**src/rtl/mem_pkg.sv**
```systemverilog
// Shared encodings for the memory stage: load/store funct3 values and FSM states.
package mem_pkg;

    localparam logic [2:0] LoadB  = 3'b000;
    localparam logic [2:0] LoadH  = 3'b001;
    localparam logic [2:0] LoadW  = 3'b010;
    localparam logic [2:0] LoadBu = 3'b100;
    localparam logic [2:0] LoadHu = 3'b101;

    localparam logic [1:0] StoreB = 2'b00;
    localparam logic [1:0] StoreH = 2'b01;
    localparam logic [1:0] StoreW = 2'b10;

    typedef enum logic [1:0] {
        StIdle,
        StReq,
        StWaitRsp
    } state_e;

endpackage

```
**src/rtl/mem_align.sv**
```systemverilog
// Byte-lane steering for stores, sign/zero extraction for loads, and misalignment/illegal
// type detection. Purely combinational.
module mem_align
    import mem_pkg::*;
(
    input  logic        mem_read_i,
    input  logic        mem_write_i,
    input  logic [1:0]  addr_i,
    input  logic [2:0]  load_type_i,
    input  logic [1:0]  store_type_i,
    input  logic [31:0] store_data_i,
    input  logic [31:0] rdata_i,
    output logic [3:0]  wstrb_o,
    output logic [31:0] wdata_o,
    output logic [31:0] load_data_o,
    output logic        exc_o
);

    logic        st_exc;
    logic        ld_exc;
    logic [7:0]  ld_byte;
    logic [15:0] ld_half;

    always_comb begin
        wstrb_o = 4'b0000;
        wdata_o = 32'h0;
        st_exc  = 1'b0;
        case (store_type_i)
            StoreB: begin
                wstrb_o = 4'b0001 << addr_i;
                wdata_o = {4{store_data_i[7:0]}};
            end
            StoreH: begin
                wstrb_o = addr_i[1] ? 4'b1100 : 4'b0011;
                wdata_o = {2{store_data_i[15:0]}};
                st_exc  = addr_i[0];
            end
            StoreW: begin
                wstrb_o = 4'b1111;
                wdata_o = store_data_i;
                st_exc  = (addr_i != 2'b00);
            end
            default: st_exc = 1'b1;
        endcase
    end

    always_comb begin
        ld_byte = rdata_i[7:0];
        case (addr_i)
            2'b00:   ld_byte = rdata_i[7:0];
            2'b01:   ld_byte = rdata_i[15:8];
            2'b10:   ld_byte = rdata_i[23:16];
            default: ld_byte = rdata_i[31:24];
        endcase
        ld_half = addr_i[1] ? rdata_i[31:16] : rdata_i[15:0];
    end

    always_comb begin
        load_data_o = 32'h0;
        ld_exc      = 1'b0;
        case (load_type_i)
            LoadB:  load_data_o = {{24{ld_byte[7]}}, ld_byte};
            LoadBu: load_data_o = {24'h0, ld_byte};
            LoadH: begin
                load_data_o = {{16{ld_half[15]}}, ld_half};
                ld_exc      = addr_i[0];
            end
            LoadHu: begin
                load_data_o = {16'h0, ld_half};
                ld_exc      = addr_i[0];
            end
            LoadW: begin
                load_data_o = rdata_i;
                ld_exc      = (addr_i != 2'b00);
            end
            default: ld_exc = 1'b1;
        endcase
    end

    assign exc_o = (mem_read_i & mem_write_i) | (mem_read_i & ld_exc) | (mem_write_i & st_exc);

endmodule

```
**src/rtl/mem_access_unit.sv**
```systemverilog
// MEM pipeline stage: passes ALU results through, runs one data-bus transaction per load or
// store, and presents a registered writeback record with a single-cycle valid pulse.
module mem_access_unit
    import mem_pkg::*;
(
    input  logic        clk,
    input  logic        rst_n,
    input  logic        in_valid,
    output logic        in_ready,
    input  logic [31:0] alu_result_mem,
    input  logic [31:0] store_data_mem,
    input  logic [4:0]  rd_mem,
    input  logic        wb_reg_file_mem,
    input  logic        memtoreg_mem,
    input  logic        mem_read_mem,
    input  logic        mem_write_mem,
    input  logic [2:0]  mem_load_type_mem,
    input  logic [2:0]  mem_store_type_mem,
    output logic        dbus_req_valid,
    input  logic        dbus_req_ready,
    output logic [31:0] dbus_addr,
    output logic        dbus_we,
    output logic [3:0]  dbus_wstrb,
    output logic [31:0] dbus_wdata,
    input  logic        dbus_rsp_valid,
    input  logic [31:0] dbus_rdata,
    output logic        wb_valid,
    output logic [4:0]  wb_rd,
    output logic        wb_reg_file,
    output logic [31:0] wb_data,
    output logic        mem_exc,
    output logic        stall
);

    state_e      state_q, state_d;
    logic [31:0] addr_q, addr_d;
    logic [4:0]  rd_q, rd_d;
    logic        rf_q, rf_d;
    logic        m2r_q, m2r_d;
    logic        is_load_q, is_load_d;
    logic [2:0]  load_type_q, load_type_d;

    logic        req_valid_q, req_valid_d;
    logic [31:0] bus_addr_q, bus_addr_d;
    logic        bus_we_q, bus_we_d;
    logic [3:0]  bus_wstrb_q, bus_wstrb_d;
    logic [31:0] bus_wdata_q, bus_wdata_d;

    logic        wb_valid_q, wb_valid_d;
    logic [4:0]  wb_rd_q, wb_rd_d;
    logic        wb_rf_q, wb_rf_d;
    logic [31:0] wb_data_q, wb_data_d;
    logic        mem_exc_q, mem_exc_d;

    logic [1:0]  al_addr;
    logic [2:0]  al_load_type;
    logic [3:0]  al_wstrb;
    logic [31:0] al_wdata;
    logic [31:0] al_load_data;
    logic        al_exc;
    logic        unused_store_type_msb;

    assign unused_store_type_msb = mem_store_type_mem[2];

    // In IDLE the aligner checks the incoming slot; afterwards it extracts from captured fields.
    assign al_addr      = (state_q == StIdle) ? alu_result_mem[1:0] : addr_q[1:0];
    assign al_load_type = (state_q == StIdle) ? mem_load_type_mem : load_type_q;

    mem_align u_align (
        .mem_read_i   (mem_read_mem),
        .mem_write_i  (mem_write_mem),
        .addr_i       (al_addr),
        .load_type_i  (al_load_type),
        .store_type_i (mem_store_type_mem[1:0]),
        .store_data_i (store_data_mem),
        .rdata_i      (dbus_rdata),
        .wstrb_o      (al_wstrb),
        .wdata_o      (al_wdata),
        .load_data_o  (al_load_data),
        .exc_o        (al_exc)
    );

    always_comb begin
        state_d     = state_q;
        addr_d      = addr_q;
        rd_d        = rd_q;
        rf_d        = rf_q;
        m2r_d       = m2r_q;
        is_load_d   = is_load_q;
        load_type_d = load_type_q;
        req_valid_d = req_valid_q;
        bus_addr_d  = bus_addr_q;
        bus_we_d    = bus_we_q;
        bus_wstrb_d = bus_wstrb_q;
        bus_wdata_d = bus_wdata_q;
        wb_valid_d  = 1'b0;
        mem_exc_d   = 1'b0;
        wb_rd_d     = wb_rd_q;
        wb_rf_d     = wb_rf_q;
        wb_data_d   = wb_data_q;

        unique case (state_q)
            StIdle: begin
                if (in_valid) begin
                    if (!mem_read_mem && !mem_write_mem) begin
                        wb_valid_d = 1'b1;
                        wb_rd_d    = rd_mem;
                        wb_rf_d    = wb_reg_file_mem;
                        wb_data_d  = alu_result_mem;
                    end else if (al_exc) begin
                        wb_valid_d = 1'b1;
                        mem_exc_d  = 1'b1;
                        wb_rd_d    = rd_mem;
                        wb_rf_d    = 1'b0;
                        wb_data_d  = alu_result_mem;
                    end else begin
                        addr_d      = alu_result_mem;
                        rd_d        = rd_mem;
                        rf_d        = wb_reg_file_mem;
                        m2r_d       = memtoreg_mem;
                        is_load_d   = mem_read_mem;
                        load_type_d = mem_load_type_mem;
                        req_valid_d = 1'b1;
                        bus_addr_d  = {alu_result_mem[31:2], 2'b00};
                        bus_we_d    = mem_write_mem;
                        bus_wstrb_d = mem_write_mem ? al_wstrb : 4'b0000;
                        bus_wdata_d = mem_write_mem ? al_wdata : 32'h0;
                        state_d     = StReq;
                    end
                end
            end
            StReq: begin
                if (dbus_req_ready) begin
                    req_valid_d = 1'b0;
                    if (is_load_q) begin
                        state_d = StWaitRsp;
                    end else begin
                        state_d    = StIdle;
                        wb_valid_d = 1'b1;
                        wb_rd_d    = rd_q;
                        wb_rf_d    = 1'b0;
                        wb_data_d  = addr_q;
                    end
                end
            end
            StWaitRsp: begin
                if (dbus_rsp_valid) begin
                    state_d    = StIdle;
                    wb_valid_d = 1'b1;
                    wb_rd_d    = rd_q;
                    wb_rf_d    = rf_q;
                    wb_data_d  = m2r_q ? al_load_data : addr_q;
                end
            end
            default: state_d = StIdle;
        endcase
    end

    always_ff @(posedge clk or negedge rst_n) begin
        if (!rst_n) begin
            state_q     <= StIdle;
            addr_q      <= 32'h0;
            rd_q        <= 5'd0;
            rf_q        <= 1'b0;
            m2r_q       <= 1'b0;
            is_load_q   <= 1'b0;
            load_type_q <= 3'b000;
            req_valid_q <= 1'b0;
            bus_addr_q  <= 32'h0;
            bus_we_q    <= 1'b0;
            bus_wstrb_q <= 4'b0000;
            bus_wdata_q <= 32'h0;
            wb_valid_q  <= 1'b0;
            wb_rd_q     <= 5'd0;
            wb_rf_q     <= 1'b0;
            wb_data_q   <= 32'h0;
            mem_exc_q   <= 1'b0;
        end else begin
            state_q     <= state_d;
            addr_q      <= addr_d;
            rd_q        <= rd_d;
            rf_q        <= rf_d;
            m2r_q       <= m2r_d;
            is_load_q   <= is_load_d;
            load_type_q <= load_type_d;
            req_valid_q <= req_valid_d;
            bus_addr_q  <= bus_addr_d;
            bus_we_q    <= bus_we_d;
            bus_wstrb_q <= bus_wstrb_d;
            bus_wdata_q <= bus_wdata_d;
            wb_valid_q  <= wb_valid_d;
            wb_rd_q     <= wb_rd_d;
            wb_rf_q     <= wb_rf_d;
            wb_data_q   <= wb_data_d;
            mem_exc_q   <= mem_exc_d;
        end
    end

    assign in_ready       = (state_q == StIdle);
    assign stall          = in_valid & ~in_ready;
    assign dbus_req_valid = req_valid_q;
    assign dbus_addr      = bus_addr_q;
    assign dbus_we        = bus_we_q;
    assign dbus_wstrb     = bus_wstrb_q;
    assign dbus_wdata     = bus_wdata_q;
    assign wb_valid       = wb_valid_q;
    assign wb_rd          = wb_rd_q;
    assign wb_reg_file    = wb_rf_q;
    assign wb_data        = wb_data_q;
    assign mem_exc        = mem_exc_q;

endmodule

```
**config.mk**
```make
export PLATFORM = sky130hd
export DESIGN_NAME = mem_access_unit
export DESIGN_NICKNAME = d
export VERILOG_FILES = /design/src/rtl/mem_pkg.sv /design/src/rtl/mem_align.sv /design/src/rtl/mem_access_unit.sv
export SDC_FILE = /design/constraint.sdc
export NUM_CORES = 1
export LEC_CHECK = 0
export BUFFER_PORTS_ARGS = -buffer_cell sky130_fd_sc_hd__clkbuf_2
export CAP_MARGIN = 20
export CORE_MARGIN = 1.5
export CORE_UTILIZATION = 30
export DETAILED_ROUTE_END_ITERATION = 12
export PLACE_DENSITY = 0.52
export SLEW_MARGIN = 10
export SYNTH_ARGS = -nofsm -noshare
export SYNTH_HDL_FRONTEND = slang
export SYNTH_SLANG_ARGS = --single-unit
```
**constraint.sdc**
```tcl
create_clock -name clk -period 3.5 [get_ports clk]
set_clock_uncertainty 0.1 [all_clocks]
set_input_delay 0.35 -clock clk [delete_from_list [all_inputs] [get_ports clk]]
set_output_delay 0.35 -clock clk [all_outputs]
set_load 0.005 [all_outputs]
```
# Yosys cells after proc, flatten, opt, wreduce, memory -nomap -nowiden

Cells that the tools add are included.

Flip-flop bits (word level): 153
Input bits: 116
Output and inout port bits: 112
Word-level logic and storage cells: 116

Eq/ne operators: 17
Shift operators: 1
Multiplexer cells: 56
Bitwise logic cells: 9
Reductions and logical operators: 16

Operators by type and width:

| kind               | count |
|---|---|
| $mux 32            | 8 |
| $pmux 32 s3        | 2 |
| $pmux 32 s5        | 1 |
| $mux 5             | 6 |
| $pmux 8 s3         | 1 |
| $mux 1             | 19 |
| $mux 16            | 1 |
| $pmux 5 s3         | 1 |
| $mux 2             | 7 |
| $ne 2x2->1 const B | 6 |
| $pmux 1 s3         | 4 |
| $pmux 4 s3         | 1 |
| $reduce_and 5->1   | 2 |
| $mux 4             | 2 |
| $eq 2x1->1 const B | 3 |
| $eq 2x2->1 const B | 3 |
| $eq 3x3->1 const B | 2 |
| $logic_not 2->1    | 3 |
| $pmux 2 s3         | 1 |
| $reduce_and 6->1   | 1 |
| $and 1x1->1        | 4 |
| $reduce_and 4->1   | 1 |
| $reduce_bool 2->1  | 2 |
| $reduce_or 2->1    | 2 |
| 12 further kinds   | 16 |

# Longest topological paths before layout

Depth in word-level cells: 12
Depth in mapped cells: 11
Depth with buffers taken out: 7

# Modules after synthesis

From an unflattened synthesis, not the netlist that was laid out.

Cell total of the unflattened synthesis: 853
Area, all modules: 7377.1 µm²

Modules (own cells, without submodules):

| module          | instances | cells each | area each (µm²) |
|---|---|---|---|
| mem_access_unit | 1         | 654        | 6117.1 |
| mem_align       | 1         | 199        | 1260.0 |

# Worst setup path after synthesis

No wires, ideal clock.

Path type: register to register
Start point: register state_q[1]
End point: register wb_data_q[12] (netlist: wb_data[12])
Setup time: 125 ps
Data arrival time: 2540 ps
Required time: 3275 ps
Path slack: 735 ps
Cell stages (with the launch flop): 10
Path buffers: 2
Clock period less this slack: 2765 ps
Path through: dfrtp_1 inv_1 ha_1 buf_6 mux2i_4 mux4_2 and3_1 buf_2 o32a_1 mux2_2

Longest elaborated chain between the ends: 10
Elaborated cells between the ends (all ways): 35

RTL lines:

| what                               | RTL line                                                             | source |
|---|---|---|
| start: declaration                 | mem_access_unit.sv:35                                                | `state_e state_q, state_d;` |
| start signal: assignment           | mem_access_unit.sv:161                                               | `state_q <= StIdle;` |
| start signal: assignment           | mem_access_unit.sv:179                                               | `state_q <= state_d;` |
| $logic_not 2->1                    | mem_access_unit.sv:66, mem_access_unit.sv:67, mem_access_unit.sv:102 |  |
| $mux 3                             | mem_access_unit.sv:67                                                | `assign al_load_type = (state_q == StIdle) ? mem_load_type_mem : load_type_q;` |
| $eq 3x1->1 (tied with other cells) | mem_align.sv:61                                                      | `case (load_type_i)` |
| $reduce_or 2->1 (no line)          | -                                                                    |  |
| $pmux 1 s3                         | mem_align.sv:61                                                      |  |
| $and 1x1->1                        | mem_align.sv:80                                                      | `assign exc_o = (mem_read_i & mem_write_i) \| (mem_read_i & ld_exc) \| (mem_write_i & st_exc);` |
| $or 1x1->1 (2 in a row)            | mem_align.sv:80                                                      |  |
| $ne 3x1->1 (no line)               | -                                                                    |  |
| $reduce_and 6->1 (no line)         | -                                                                    |  |
| end signal: assignment             | mem_access_unit.sv:194                                               | `wb_data_q <= wb_data_d;` |
| end: declaration                   | mem_access_unit.sv:52                                                | `logic [31:0] wb_data_q, wb_data_d;` |

Parallel ways exist; a longest one is shown, timed or not. The select of a mux whose other input is x is not followed.
A chain may end at the register's enable or synchronous reset.

# Worst setup path after layout

Start point: register state_q[1]
End point: register wb_data_q[13] (netlist: wb_data[13])

The elaborated chain is that of the path after synthesis.

==> impl_metrics.json <==
{
  "status": "completed",
  "fin_nets": 1084,
  "ir_drop_uv": 371,
  "hold_path_class": "in2reg",
  "fill_cells": 2650,
  "dr.pass1.iters": 8,
  "synth_edf_count": 0,
  "clock-sinks": 123,
  "yosysTopAreaCell": "dfrtp_1",
  "period_needed_ps": 3170,
  "cts.clk_slew.worst_paths_ps": 60,
  "ys.flop_type": "dfrtp_1",
  "place_inst": 1278,
  "dp_hpwl_um": 20000,
  "slew_viol_final": 0,
  "core_mm2": 0.0259,
  "grt_pass1_vias": 6839,
  "r2r_slack_ps": 330,
  "gp_congestion": 0.857,
  "postCtsHoldBufs": 1,
  "wirelength_um": 27600,
  "cts_tree": "built",
  "setup_violations": 0,
  "critPathLaunchType": "flop",
  "synth_warnings": 0,
  "multi_input_area_mm2": 0.00415,
  "layout.cells.non_filler": 1312,
  "ctsResizeCount": 0,
  "timing.rr.end": "wb_data[13]",
  "critical_path.top_delay_family": "multiplexers",
  "cpMaxStageDelayCell": "mux4_2",
  "num_vias": 6994,
  "cts_setup_buffers": 0,
  "maxCapViolCount": 0,
  "yosysMostFrequentCell": "dfrtp_1",
  "num_rows": 59,
  "rsz0062_at_grt": "no",
  "fin_crit_sh": 0.905,
  "worstSkewPairLatency_ps": 430,
  "synth_commonest_cells": "dfrtp_1, mux2_2, a21oi_1",
  "ys_seq_area_frac": 0.391,
  "grt_max_degree": 55,
  "ys_top_cells_by_area": "dfrtp_1, mux2_2, o211ai_1, buf_4, o2bb2ai_1",
  "fp.dieArea_mm2": 0.0272,
  "drc_errors": 0,
  "grt-ovfl-total": 0,
  "worstPathRequired_ps": 3710,
  "holdPathStages": 2,
  "postSynthAreaPerCell_um2": 10.0,
  "synth_cells": 783,
  "rr_worst_depth": 7,
  "cts_htree_levels": 4,
  "ys_types": 64,
  "synth_area_mm2": 0.00787,
  "dieWidth_um": 165,
  "grtUsageTotal": 0.204,
  "avgRoutedWirePerCell_um": 21.0,
  "worstMarginPinSlew_ps": 761,
  "finalHoldViolations": 0,
  "viasPerCell": 5.33,
  "p_per_area_mw_per_mm2": 930,
  "holdCritStartpoint": "rd_mem[3]",
  "cp_cell_sequence": "inv_1 -> ha_2 -> mux2i_4 -> mux4_2 -> and3_1 -> o32a_1 -> mux2_2",
  "ios": 228,
  "root_buffer": "clkbuf_16",
  "synth-seq-cells": 123,
  "critPathKind": "reg2reg",
  "r2r_start": "state_q[1]",
  "antenna_found_initial": 1,
  "initial_core_util": 0.304,
  "cp.arrival_ps": 3380,
  "slew_headroom": 0.493,
  "area_growth_pct": 24.2,
  "cts_buffers": 17,
  "grt_pass1_wl_um": 41500,
  "cp_num_buf_inv": 1,
  "hold_end": "rd_q[3]",
  "cp_max_fo": 18,
  "seq_area_mm2": 0.00308,
  "numPortBuffers": 224,
  "setup-tns-final_ps": 0,
  "yosys.area.top_type_share": 0.391,
  "fp.dieH_um": 165,
  "endpoint_kind": "flop",
  "async_flop_share": 1.00,
  "critPathMaxStageDelay_ps": 550,
  "drt_iter0_markers": 501,
  "p_leak_nw": 4.52,
  "max_freq_mhz": 316,
  "drtAntennaViolNets": 0,
  "drive_above_1_share": 0.399,
  "cts_buffer_depth": 2
}
## layout by cell type, fill, tap and decap left out, drive strengths merged, types with 4 or more instances in the layout
master and n:
a21boi 8, a21o 10, a21oi 48, a221o 6, a221oi 5, a31oi 7
a32oi 22, and3 7, buf 36, clkbuf 242, clkinvlp 4, dfrtp 123
ha 5, inv 24, mux2 86, mux2i 16, nand2 29, nand3 19
nand3b 11, nor2 42, nor2b 39, nor3 4, o211a 12, o211ai 36
o21ai 25, o221ai 13, o2bb2ai 28, o31ai 10, o32a 6, or2 5
or3 5
## cell type report
cell class	count	area share
Clock inverter	13	0.0169
Antenna cell	1	0.000256
Sequential cell	123	0.315
Inverter	21	0.00807
Timing Repair Buffer	260	0.147
Clock buffer	19	0.0453
Multi-Input combinational cell	540	0.425
Tap cell	335	0.0429
## power by group
part           internal [mW]  total, mW  switching [mW]  leakage, nW
Sequential              2.09       2.62           0.534         1.54
Combinational           2.16       4.60            2.44         2.70
Clock                   1.14       1.87           0.725        0.286
## kinds of logic after synthesis
kind of cell | Yosys count | share of synthesized area
buf+inv | 121 | 0.0824
fa+ha+maj | 5 | 0.00795
simple gates | 175 | 0.119
flops | 123 | 0.391
other cells | 1 | 0.000477
compound gates | 255 | 0.245
mux | 103 | 0.154
## worst register-to-register path: cells and delay by family, from the launching register on
family	cells	cell delay, ps
adders and majority gates	1	460
DFF	1	430
and+or+nand+nor	1	370
muxes	3	1140
buffers and inverters	1	130
AOI/OAI and AO/OA	1	420
## how the worst max path moves through the flow
stage                          start     endpoint  cells after the start
after floorplan           state_q[1]  wb_data[12]                      9
after global placement    state_q[1]   addr_q[16]                      9
after detailed placement  state_q[1]   addr_q[16]                      9
after CTS                 state_q[1]   addr_q[15]                      9
after global routing      state_q[1]   wb_data[3]                      9
final                     state_q[1]  wb_data[13]                      7
## layer usage
metal | vias up | global-route usage | share of wire
li1 | 3279 | - | -
met1 | 3422 | 0.283 | 0.45
met2 | 244 | 0.310 | 0.46
met3 | 49 | 0.0377 | 0.060
met4 | 0 | 0.0827 | 0.026
met5 | - | 0 | 0
## sequential cells by signal (all words and copies together), names as in the netlist, 2 cells and up
register / flops
dbus_wstrb: 4
load_type_q: 3
wb_data: 32
addr_q: 32
rd_q: 5
wb_rd: 5
state_q: 2
dbus_wdata: 32
## through the flow
step	worst slack, ps	total power [mW]	util	hold WS [ps]	instance area, µm²
after detailed placement	352	7.24	0.353	357	9150
after global placement	397	7.18	0.353	356	9150
final	331	9.09	0.377	64.8	9770
after floorplan	735	5.75	-	-45.6	7870
after global routing	161	9.71	0.377	64.3	9770
after CTS	339	9.15	0.377	49.1	9770
Note: power is estimated with default switching activity, not from simulation.
